[src/rtl/seq_serializer_pkg.sv]
// Shared definitions for the serializer slice: shifter states and line defaults.
package seq_serializer_pkg;

    typedef enum logic {
        ST_IDLE  = 1'b0,
        ST_SHIFT = 1'b1
    } state_t;

    localparam logic IDLE_BIT_DEFAULT = 1'b0;

endpackage

[src/rtl/seq_serializer_if.sv]
// Host-side word handshake into the serializer.
interface seq_serializer_if #(
    parameter int WIDTH = 8
);
    logic [WIDTH-1:0] in_data;
    logic             in_valid;
    logic             in_ready;

    modport master (output in_data, output in_valid, input in_ready);
    modport slave  (input in_data, input in_valid, output in_ready);
endinterface

[src/rtl/seq_serializer_sync_fifo.sv]
// Single-clock FIFO with occupancy count; push ignored when full, pop ignored when empty.
module sync_fifo #(
    parameter int WIDTH = 8,
    parameter int DEPTH = 4
) (
    input  logic                     clk,
    input  logic                     rst,
    input  logic                     push,
    input  logic [WIDTH-1:0]         push_data,
    input  logic                     pop,
    output logic [WIDTH-1:0]         pop_data,
    output logic                     full,
    output logic                     empty,
    output logic [$clog2(DEPTH):0]   level
);
    localparam int PW = $clog2(DEPTH);
    localparam int LW = PW + 1;

    logic [WIDTH-1:0] mem [DEPTH];
    logic [PW-1:0]    wr_ptr;
    logic [PW-1:0]    rd_ptr;
    logic             do_push;
    logic             do_pop;

    assign full     = (level == LW'(DEPTH));
    assign empty    = (level == '0);
    assign do_push  = push & ~full;
    assign do_pop   = pop & ~empty;
    assign pop_data = mem[rd_ptr];

    always_ff @(posedge clk) begin
        if (do_push) begin
            mem[wr_ptr] <= push_data;
        end
    end

    always_ff @(posedge clk) begin
        if (rst) begin
            wr_ptr <= '0;
            rd_ptr <= '0;
            level  <= '0;
        end else begin
            if (do_push) begin
                wr_ptr <= wr_ptr + PW'(1);
            end
            if (do_pop) begin
                rd_ptr <= rd_ptr + PW'(1);
            end
            case ({do_push, do_pop})
                2'b10:   level <= level + LW'(1);
                2'b01:   level <= level - LW'(1);
                default: level <= level;
            endcase
        end
    end

endmodule

[src/rtl/seq_serializer.sv]
// Buffers host words in a FIFO and shifts them out one bit per clock on 'a',
// chaining words back-to-back while data remains.
module seq_serializer
    import seq_serializer_pkg::*;
#(
    parameter int   WIDTH     = 8,
    parameter int   DEPTH     = 4,
    parameter bit   MSB_FIRST = 1'b1,
    parameter logic IDLE_BIT  = IDLE_BIT_DEFAULT
) (
    input  logic                   clk,
    input  logic                   rst,
    seq_serializer_if.slave        host,
    output logic                   a,
    output logic                   a_valid,
    output logic                   frame_start,
    output logic                   busy,
    output logic [$clog2(DEPTH):0] level
);
    localparam int             CW   = $clog2(WIDTH);
    localparam logic [CW-1:0]  LAST = CW'(WIDTH - 1);

    state_t           state;
    logic [WIDTH-1:0] sreg;
    logic [WIDTH-1:0] shifted;
    logic [WIDTH-1:0] head;
    logic [CW-1:0]    bit_cnt;
    logic             full;
    logic             empty;
    logic             push;
    logic             pop;
    logic             load_bit;
    logic             adv_bit;

    sync_fifo #(
        .WIDTH (WIDTH),
        .DEPTH (DEPTH)
    ) u_fifo (
        .clk       (clk),
        .rst       (rst),
        .push      (push),
        .push_data (host.in_data),
        .pop       (pop),
        .pop_data  (head),
        .full      (full),
        .empty     (empty),
        .level     (level)
    );

    assign host.in_ready = ~full;
    assign push          = host.in_valid & ~full;
    // Pop only on a word boundary; 'empty' is registered, so a same-edge push is never bypassed.
    assign pop           = ~empty & ((state == ST_IDLE) | (bit_cnt == LAST));
    assign busy          = (state == ST_SHIFT) | ~empty;

    always_comb begin
        shifted  = MSB_FIRST ? (sreg << 1) : (sreg >> 1);
        load_bit = MSB_FIRST ? head[WIDTH-1] : head[0];
        adv_bit  = MSB_FIRST ? sreg[WIDTH-2] : sreg[1];
    end

    always_ff @(posedge clk) begin
        if (rst) begin
            state       <= ST_IDLE;
            sreg        <= '0;
            bit_cnt     <= '0;
            a           <= IDLE_BIT;
            a_valid     <= 1'b0;
            frame_start <= 1'b0;
        end else if (pop) begin
            state       <= ST_SHIFT;
            sreg        <= head;
            bit_cnt     <= '0;
            a           <= load_bit;
            a_valid     <= 1'b1;
            frame_start <= 1'b1;
        end else if (state == ST_SHIFT && bit_cnt != LAST) begin
            sreg        <= shifted;
            bit_cnt     <= bit_cnt + CW'(1);
            a           <= adv_bit;
            a_valid     <= 1'b1;
            frame_start <= 1'b0;
        end else begin
            state       <= ST_IDLE;
            a           <= IDLE_BIT;
            a_valid     <= 1'b0;
            frame_start <= 1'b0;
        end
    end

endmodule
[src/flat_wrapper.sv]
// flat-port wrapper written by rule: the top's interface ports become plain ports
module seq_serializer_flat import seq_serializer_pkg::*;
#(
    parameter int   WIDTH     = 8,
    parameter int   DEPTH     = 4,
    parameter bit   MSB_FIRST = 1'b1,
    parameter logic IDLE_BIT  = IDLE_BIT_DEFAULT
)
  (clk, rst, a, a_valid, frame_start, busy, level, host_in_data, host_in_valid, host_in_ready);
  seq_serializer_if #(.WIDTH(WIDTH)) host_i ();
  input  logic clk;
  input  logic rst;
  output logic a;
  output logic a_valid;
  output logic frame_start;
  output logic busy;
  output logic [$clog2(DEPTH):0] level;
  input wire logic [$bits(host_i.in_data)-1:0] host_in_data;
  input wire logic [$bits(host_i.in_valid)-1:0] host_in_valid;
  output wire logic [$bits(host_i.in_ready)-1:0] host_in_ready;
  assign host_i.in_data = host_in_data;
  assign host_i.in_valid = host_in_valid;
  assign host_in_ready = host_i.in_ready;
  seq_serializer #(.WIDTH(WIDTH), .DEPTH(DEPTH), .MSB_FIRST(MSB_FIRST), .IDLE_BIT(IDLE_BIT)) u_core (.clk(clk), .rst(rst), .host(host_i), .a(a), .a_valid(a_valid), .frame_start(frame_start), .busy(busy), .level(level));
endmodule
[config.mk]
export PLATFORM = sky130hd
export DESIGN_NAME = seq_serializer_flat
export DESIGN_NICKNAME = d
export VERILOG_FILES = /design/src/rtl/seq_serializer_pkg.sv /design/src/rtl/seq_serializer_if.sv /design/src/rtl/seq_serializer_sync_fifo.sv /design/src/rtl/seq_serializer.sv /design/src/flat_wrapper.sv
export SDC_FILE = /design/constraint.sdc
export NUM_CORES = 1
export LEC_CHECK = 0
export BUFFER_PORTS_ARGS = -buffer_cell sky130_fd_sc_hd__buf_2
export CELL_PAD_IN_SITES_DETAIL_PLACEMENT = 2
export CELL_PAD_IN_SITES_GLOBAL_PLACEMENT = 2
export CORE_ASPECT_RATIO = 1.25
export CORE_MARGIN = 2
export CORE_UTILIZATION = 35
export DETAILED_ROUTE_END_ITERATION = 16
export PLACE_DENSITY = 0.69
export SYNTH_ARGS = -nofsm -noshare
export SYNTH_HDL_FRONTEND = slang
export SYNTH_SLANG_ARGS = --single-unit
export TNS_END_PERCENT = 10
[constraint.sdc]
create_clock -name clk -period 2.6 [get_ports clk]
set_input_delay 0.13 -clock clk [delete_from_list [all_inputs] [get_ports clk]]
set_output_delay 0.13 -clock clk [all_outputs]
set_load 0.005 [all_outputs]
# [Word level (Yosys, flattened, before mapping)]
# Memories as Yosys holds them, arrays and structs flattened. A register that Yosys moved wholly into a read port is not among the register bits.
# Index checks and enable logic that the tools add are counted.
[word_totals] register_bits=21 latch_bits=0 ramBits=32 mem_bits_ro=0 word_cells=49 n_memories=1
[memory_table] memory="u_core.u_fifo.mem" depth=4 width=8 read_ports=1 rd_ports_with_merged_regs=1 wr=1 line="seq_serializer_sync_fifo.sv:19" text="logic [WIDTH-1:0] mem [DEPTH];"
[op_classes] addsub=5 n_mul=0 div=0 order_cmp=0 n_eq_ne=6 shift=0 mux=14 bitwise_logic=9 reduce_logical=5
[op_table] operator="7-bit 2-to-1 mux" count=2
[op_table] operator="1-bit 2-to-1 mux" count=9
[op_table] operator="3-bit by 1-bit adder with 3-bit output, second input constant" count=2
[op_table] operator="3-bit equality test, second input constant" count=2
[op_table] operator="3-bit one-hot mux with 2 select lines" count=1
[op_table] operator="2-bit by 1-bit adder with 2-bit output, second input constant" count=2
[op_table] operator="1-bit bitwise AND" count=4
[op_table] operator="2-bit 2-to-1 mux" count=2
[op_table] operator="2-bit nonzero test" count=2
[op_table] operator="3-bit zero test" count=1
[op_table] operator="3-bit != test, second input constant" count=1
[op_table] operator="1-bit NOT" count=3
[op_table] operator="3-bit by 1-bit subtractor with 3-bit output, second input constant" count=1
[op_table] operator="2-bit by 1-bit equality test with 1-bit output, second input constant" count=1
[op_table] operator="2-bit equality test, second input constant" count=1
[op_table] operator="2-bit != test, second input constant" count=1
[op_table] operator="1-bit bitwise OR" count=2
[op_table] operator="2-bit OR reduction" count=1
[op_table] operator="1-bit logical AND" count=1

# [Depth between registers and ports, before layout]
[depth] ltp_word=6 depth_mapped=10

# [Hierarchy]
# A second synthesis with hierarchy kept.
[hier_totals] hier_cells=158 hier_area_um2=2290.9
[modules_own_cells] mod="sync_fifo" instances=1 cells_per_inst=96 area_per_inst_um2=1630.3
[modules_own_cells] mod="seq_serializer" instances=1 cells_per_inst=62 area_per_inst_um2=660.6

# [Worst setup path after synthesis]
# No wires, ideal clock.
[synth_timing] path_kind="flip-flop to flip-flop" from="register u_core.u_fifo.level[2]" to="register u_core.u_fifo.level[2]" setup_time_ns=0.071 t_arrival_ns=2.236 required_ns=2.529 path_slack_ns=0.293 stages_incl_launch_ff=10 n_path_buf=1 cell_sequence="dfxtp_1 > or3b_1 > buf_6 > nand2_1 > ha_1 > inv_1 > fa_1 > xor2_1 > or3_2 > a21oi_1"
[synth_between] elab_chain_cells=6
[synth_lines] item="from (decl)" line="seq_serializer_sync_fifo.sv:14" text="output logic [$clog2(DEPTH):0] level"
[synth_lines] item="from (signal assigned)" line="seq_serializer_sync_fifo.sv:50" text="2'b10: level <= level + LW'(1);"
[synth_lines] item="from (signal assigned)" line="seq_serializer_sync_fifo.sv:51" text="2'b01: level <= level - LW'(1);"
[synth_lines] item="from (signal assigned)" line="seq_serializer_sync_fifo.sv:52" text="default: level <= level;"
[synth_lines] item="3-bit equality test *" line="seq_serializer_sync_fifo.sv:25" text="assign full = (level == LW'(DEPTH));"
[synth_lines] item="1-bit NOT *"
[synth_lines] item="named net host_in_ready" line="flat_wrapper.sv:20" text="output wire logic [$bits(host_i.in_ready)-1:0] host_in_ready;"
[synth_lines] item="1-bit bitwise AND" line="seq_serializer.sv:51" text="assign push = host.in_valid & ~full;"
[synth_lines] item="1-bit bitwise AND *" line="seq_serializer_sync_fifo.sv:27" text="assign do_push = push & ~full;"
[synth_lines] item="2-bit by 1-bit equality test with 1-bit output or 2-bit equality test (tied branches)" line="seq_serializer_sync_fifo.sv:49" text="case ({do_push, do_pop})"
[synth_lines] item="3-bit one-hot mux with 2 select lines or 2-bit nonzero test (tied branches)"
# The timed path passes the listed nets; every way through them passes the cells marked *.
# A chain may end at the register's enable or synchronous reset.

# [Worst setup path in the final report]
[layout_timing] from="register u_core.u_fifo.level[2]" to="register u_core.u_fifo.level[2]"
[layout_between] elab_chain_cells=6
[layout_lines] item="3-bit equality test or 3-bit zero test (tied branches)" line="seq_serializer_sync_fifo.sv:25, seq_serializer_sync_fifo.sv:26"
[layout_lines] item="1-bit NOT, on equally long branches"
[layout_lines] item="1-bit bitwise AND, on equally long branches" line="seq_serializer.sv:51, seq_serializer.sv:53"
[layout_lines] item="1-bit bitwise AND, on equally long branches" line="seq_serializer_sync_fifo.sv:27, seq_serializer_sync_fifo.sv:28"
[layout_lines] item="2-bit by 1-bit equality test with 1-bit output or 2-bit equality test (tied branches)" line="seq_serializer_sync_fifo.sv:49"
[layout_lines] item="3-bit one-hot mux with 2 select lines or 2-bit nonzero test (tied branches)"
# Several ways; a longest one is shown, not always the timed one.

==> flow_summary_export.csv <==
group,metric,value,unit
status,status,"complete, no violations",
sta,hold_violations,0,
die,die_w,75.3,um
synth,synth_fa_ha_area_frac,0.0484,
routing,wl,4.15,mm
sta,skew,0.0156,ns
final_layout,design_area,0.00248,mm^2
synth,synthDistinctLibCells,31,
clock_tree,cts_buffer_depth,2,
setup_path,worstPathRequired,2.84,ns
global_route,grt_first_pass_wirelength,7.18,mm
global_route,grt_use_total,0.138,
synth,synth-seq-cells,55,
setup_path,path_max_fanout,6,
sta,period_share,0.932,
setup_path,endpoint_kind,"flop",
clock_tree,clk_pin_slew,0.11,ns
die,initial_core_util,0.361,
pwr,leakage,0.894,nW
die,dieArea,0.00701,mm^2
pwr,p_int,1.67,mW
clock_tree,holdBufCountCts,0,
final_layout,diodes,0,
final_layout,syn2layout_area_growth,11.6,%
clock_tree,cts_tree,"yes",
setup_path,crit_path_start_kind,"flop",
routing,drc_errors,0,
synth,synth.avg_cell_area,13.7,um^2
routing,wl_met3,120,um
pwr,power.density,1030,mW/mm^2
sta,tns,0,ns
synth,yosys.area_share.xor_xnor,0.00788,
pwr,pwr-share-comb,0.322,
synth,ys_seq_area_frac,0.639,
routing,wl_met1,1.85,mm
worst_hold_path,hold_class,"input port to flop",
setup_path,critical_path_arrival,2.66,ns
global_route,grt_max_degree,24,
synth,yosysTopAreaCellShare,0.432,
synth,synth_top_family_by_area,"simple AND/OR/NAND/NOR gates",
global_route,antenna_found_initial,0,
sta,clock.fmax,0.413,GHz
synth,synth.mux.area_fraction,0.0810,
global_route,grt_overflow,0,
clock_tree,cts_buffers,5,
synth,synth-compound-area-share,0.0884,
final_layout,final-seq-area,0.00142,mm^2
sta,relSlewSlack,0.636,
sta,rsz0062_at_grt,"no",
setup_path,crit_type,"flop to flop",
routing,vias_per_cell,4.92,
synth,synth-async-reset-ratio,0,
sta,worst_pin_slew,0.545,ns
global_route,grt_pass1_vias,1465,
synth,synth_edf_count,32,
setup_path,max_stage_delay,0.47,ns
placed_design,dp_slack,0.205,ns
sta,finalCriticalPeriod,2.42,ns
synth,synth_nets,181,
placed_design,port_buffers,18,
final_layout,n_fill_cell,638,
clock_tree,cts_root_buffer,"clkbuf_8",
synth,yosysWarnings,0,
synth,synth_largest_area_cell,"edfxtp_1",
die,ios,19,
clock_tree,numClockSinks,55,
final_layout,drive_above_1_share,0.249,
routing,vias,1308,
routing,antenna_left,0,
routing,drtPass1Iterations,4,
final_layout,post-route-util,0.402,
synth,synth_top_flop_cell,"edfxtp_1",
pwr,ir_worst_vdd,350,uV
die,die_h,93.1,um
synth,yosys.area_share.simple,0.0985,
placed_design,routabilityCongestion,0.849,
routing,drt_iter0_drc,57,
final_layout,nNetsFinal,199,
die,coreArea,0.00617,mm^2
clock_tree,post_cts_resized,0,
sta,setup_viol,0,
pwr,p_switching,0.895,mW
sta,fin_ws,0.177,ns
placed_design,hpwl,3.02,mm
setup_path,crit_chain,"or3b_1 > nand2_1 > ha_1 > inv_1 > fa_1 > xor2_1 > or3_2 > a21oi_1",
sta,drv_slew,0,
synth,syn_inst,162,
clock_tree,cts.htree.levels,2,
pwr,pwr-share-seq,0.481,
routing,topRoutingLayerUsed,"met4",
clock_tree,clkLatencyLatePin,0.31,ns
routing,wl_met2,2.11,mm
pwr,switching_share,0.349,
pwr,clock_power_share,0.197,
clock_tree,cts_setup_buffers,0,
die,row_count,32,
routing,wire_per_inst,15.6,um
final_layout,multi_input_area,721,um^2
placed_design,place_area,0.00238,mm^2
setup_path,slowest_stage,"dfxtp_1",
job,drv_cap,0,
synth,netlist_area,0.00222,mm^2
synth,synthTopCellsByArea,"edfxtp_1 (43%), dfxtp_1 (21%), mux4_2 (8.1%)",
==> final cells by class <==
cell class | count | area share
clock buffer | 5 | 0.0277
clock inverter | 3 | 0.0116
inverter | 6 | 0.00908
multi-input combinational | 91 | 0.290
sequential | 55 | 0.573
tap | 85 | 0.0429
timing repair buffer | 21 | 0.0454
==> worst paths after layout <==
check	start	cells after the start	to	slack, ns
min reg2reg	u_core.sreg[6]	2	u_core.a	0.48
min	host_in_data[2]	1	u_core.u_fifo.mem[3][2]	0.02
max reg2reg	u_core.u_fifo.level[2]	8	u_core.u_fifo.level[2]	0.18
max	u_core.u_fifo.level[2]	8	u_core.u_fifo.level[2]	0.18
==> synthesized netlist by cell type (2+ instances only) <==
library cell	count
nand2_1	10
nand3_1	6
nand2b_1	3
a21o_1	2
ha_1	7
dfxtp_1	23
edfxtp_1	32
buf_2	2
mux4_2	8
a21oi_1	17
a211oi_1	6
nor3_1	2
clkbuf_1	4
xor2_1	2
nor2_1	11
and3_2	4
o21ai_0	2
inv_1	6
buf_6	2
or3_1	2
==> state kept, by name, indices dropped and copies added (netlist names), named ones only <==
signal,cells
u_core.u_fifo.level,3
u_core.bit_cnt,3
u_core.state,1
u_core.u_fifo.wr_ptr,2
u_core.a_valid,1
u_core.a,1
u_core.sreg,7
u_core.u_fifo.mem,32
u_core.frame_start,1
u_core.u_fifo.rd_ptr,2
==> through the flow <==
| step | cells | hold slack, ns | power (mW) |
|---|---|---|---|
| 3_5_place_dp | 258 | 0.348 | 2.09 |
| 2_1_floorplan | 162 | 0.223 | 1.85 |
| 3_3_place_gp | 258 | 0.338 | 2.05 |
| 5_1_grt | 266 | 0.0163 | 2.78 |
| 4_1_cts | 266 | 0.0110 | 2.61 |
| 6_report | 266 | 0.0215 | 2.57 |
==> cells in the final DEF, fill, tap and decap left out <==
cell | synthesis | routed
and3_2 | 4 | 4
nor2b_1 | 1 | 1
a31o_1 | 1 | 1
inv_8 | 0 | 1
fa_1 | 1 | 1
a211oi_1 | 6 | 6
xor2_1 | 2 | 2
inv_6 | 0 | 2
nand2b_1 | 3 | 3
mux4_2 | 8 | 8
nor3_1 | 2 | 2
a311oi_2 | 1 | 1
or3_1 | 2 | 2
o21ai_0 | 2 | 2
a22o_1 | 1 | 1
nand3_1 | 6 | 6
ha_1 | 7 | 7
a21oi_2 | 1 | 1
dfxtp_1 | 23 | 23
buf_2 | 2 | 18
buf_4 | 1 | 3
nor3_4 | 1 | 1
edfxtp_1 | 32 | 32
or3_2 | 1 | 1
a21o_1 | 2 | 2
nand2_1 | 10 | 10
inv_1 | 6 | 6
a21oi_1 | 17 | 17
or3b_1 | 1 | 1
nor2_1 | 11 | 11
clkbuf_8 | 0 | 5
==> routing by layer <==
| layer | global-route usage | vias to the layer above |
|---|---|---|
| met4 | 0.0439 | 0 |
| li1 | - | 627 |
| met2 | 0.231 | 20 |
| met5 | 0 | - |
| met1 | 0.171 | 654 |
| met3 | 0.0366 | 7 |
==> power by group through the flow <==
stage	combinational, mW	clock [mW]	sequential, mW
global route	0.951	0.561	1.26
floorplan	0.652	0	1.20
global placement	0.807	0	1.24
CTS	0.842	0.532	1.24
detailed placement	0.837	0	1.26
finish	0.825	0.506	1.23
==> critical path, delay by kind of cell (launching register included) <==
kind,cells,cell delay [ns]
buffers and inverters,1,0.06
xor gates and xnor gates,1,0.17
DFF,1,0.47
AOI/OAI and AO/OA,1,0.16
and+or+nand+nor,3,0.91
adders and majority gates,2,0.57
==> logic make-up after synthesis <==
| kind of cell | after synthesis |
|---|---|
| flip-flops | 55 |
| XOR/XNOR | 2 |
| buffers and inverters | 16 |
| adder cells (fa/ha/maj) | 8 |
| multiplexers | 8 |
| AND/OR/NAND/NOR | 42 |
| AO/OA/AOI/OAI | 31 |
No activity file was read; power rests on OpenSTA's default activity.
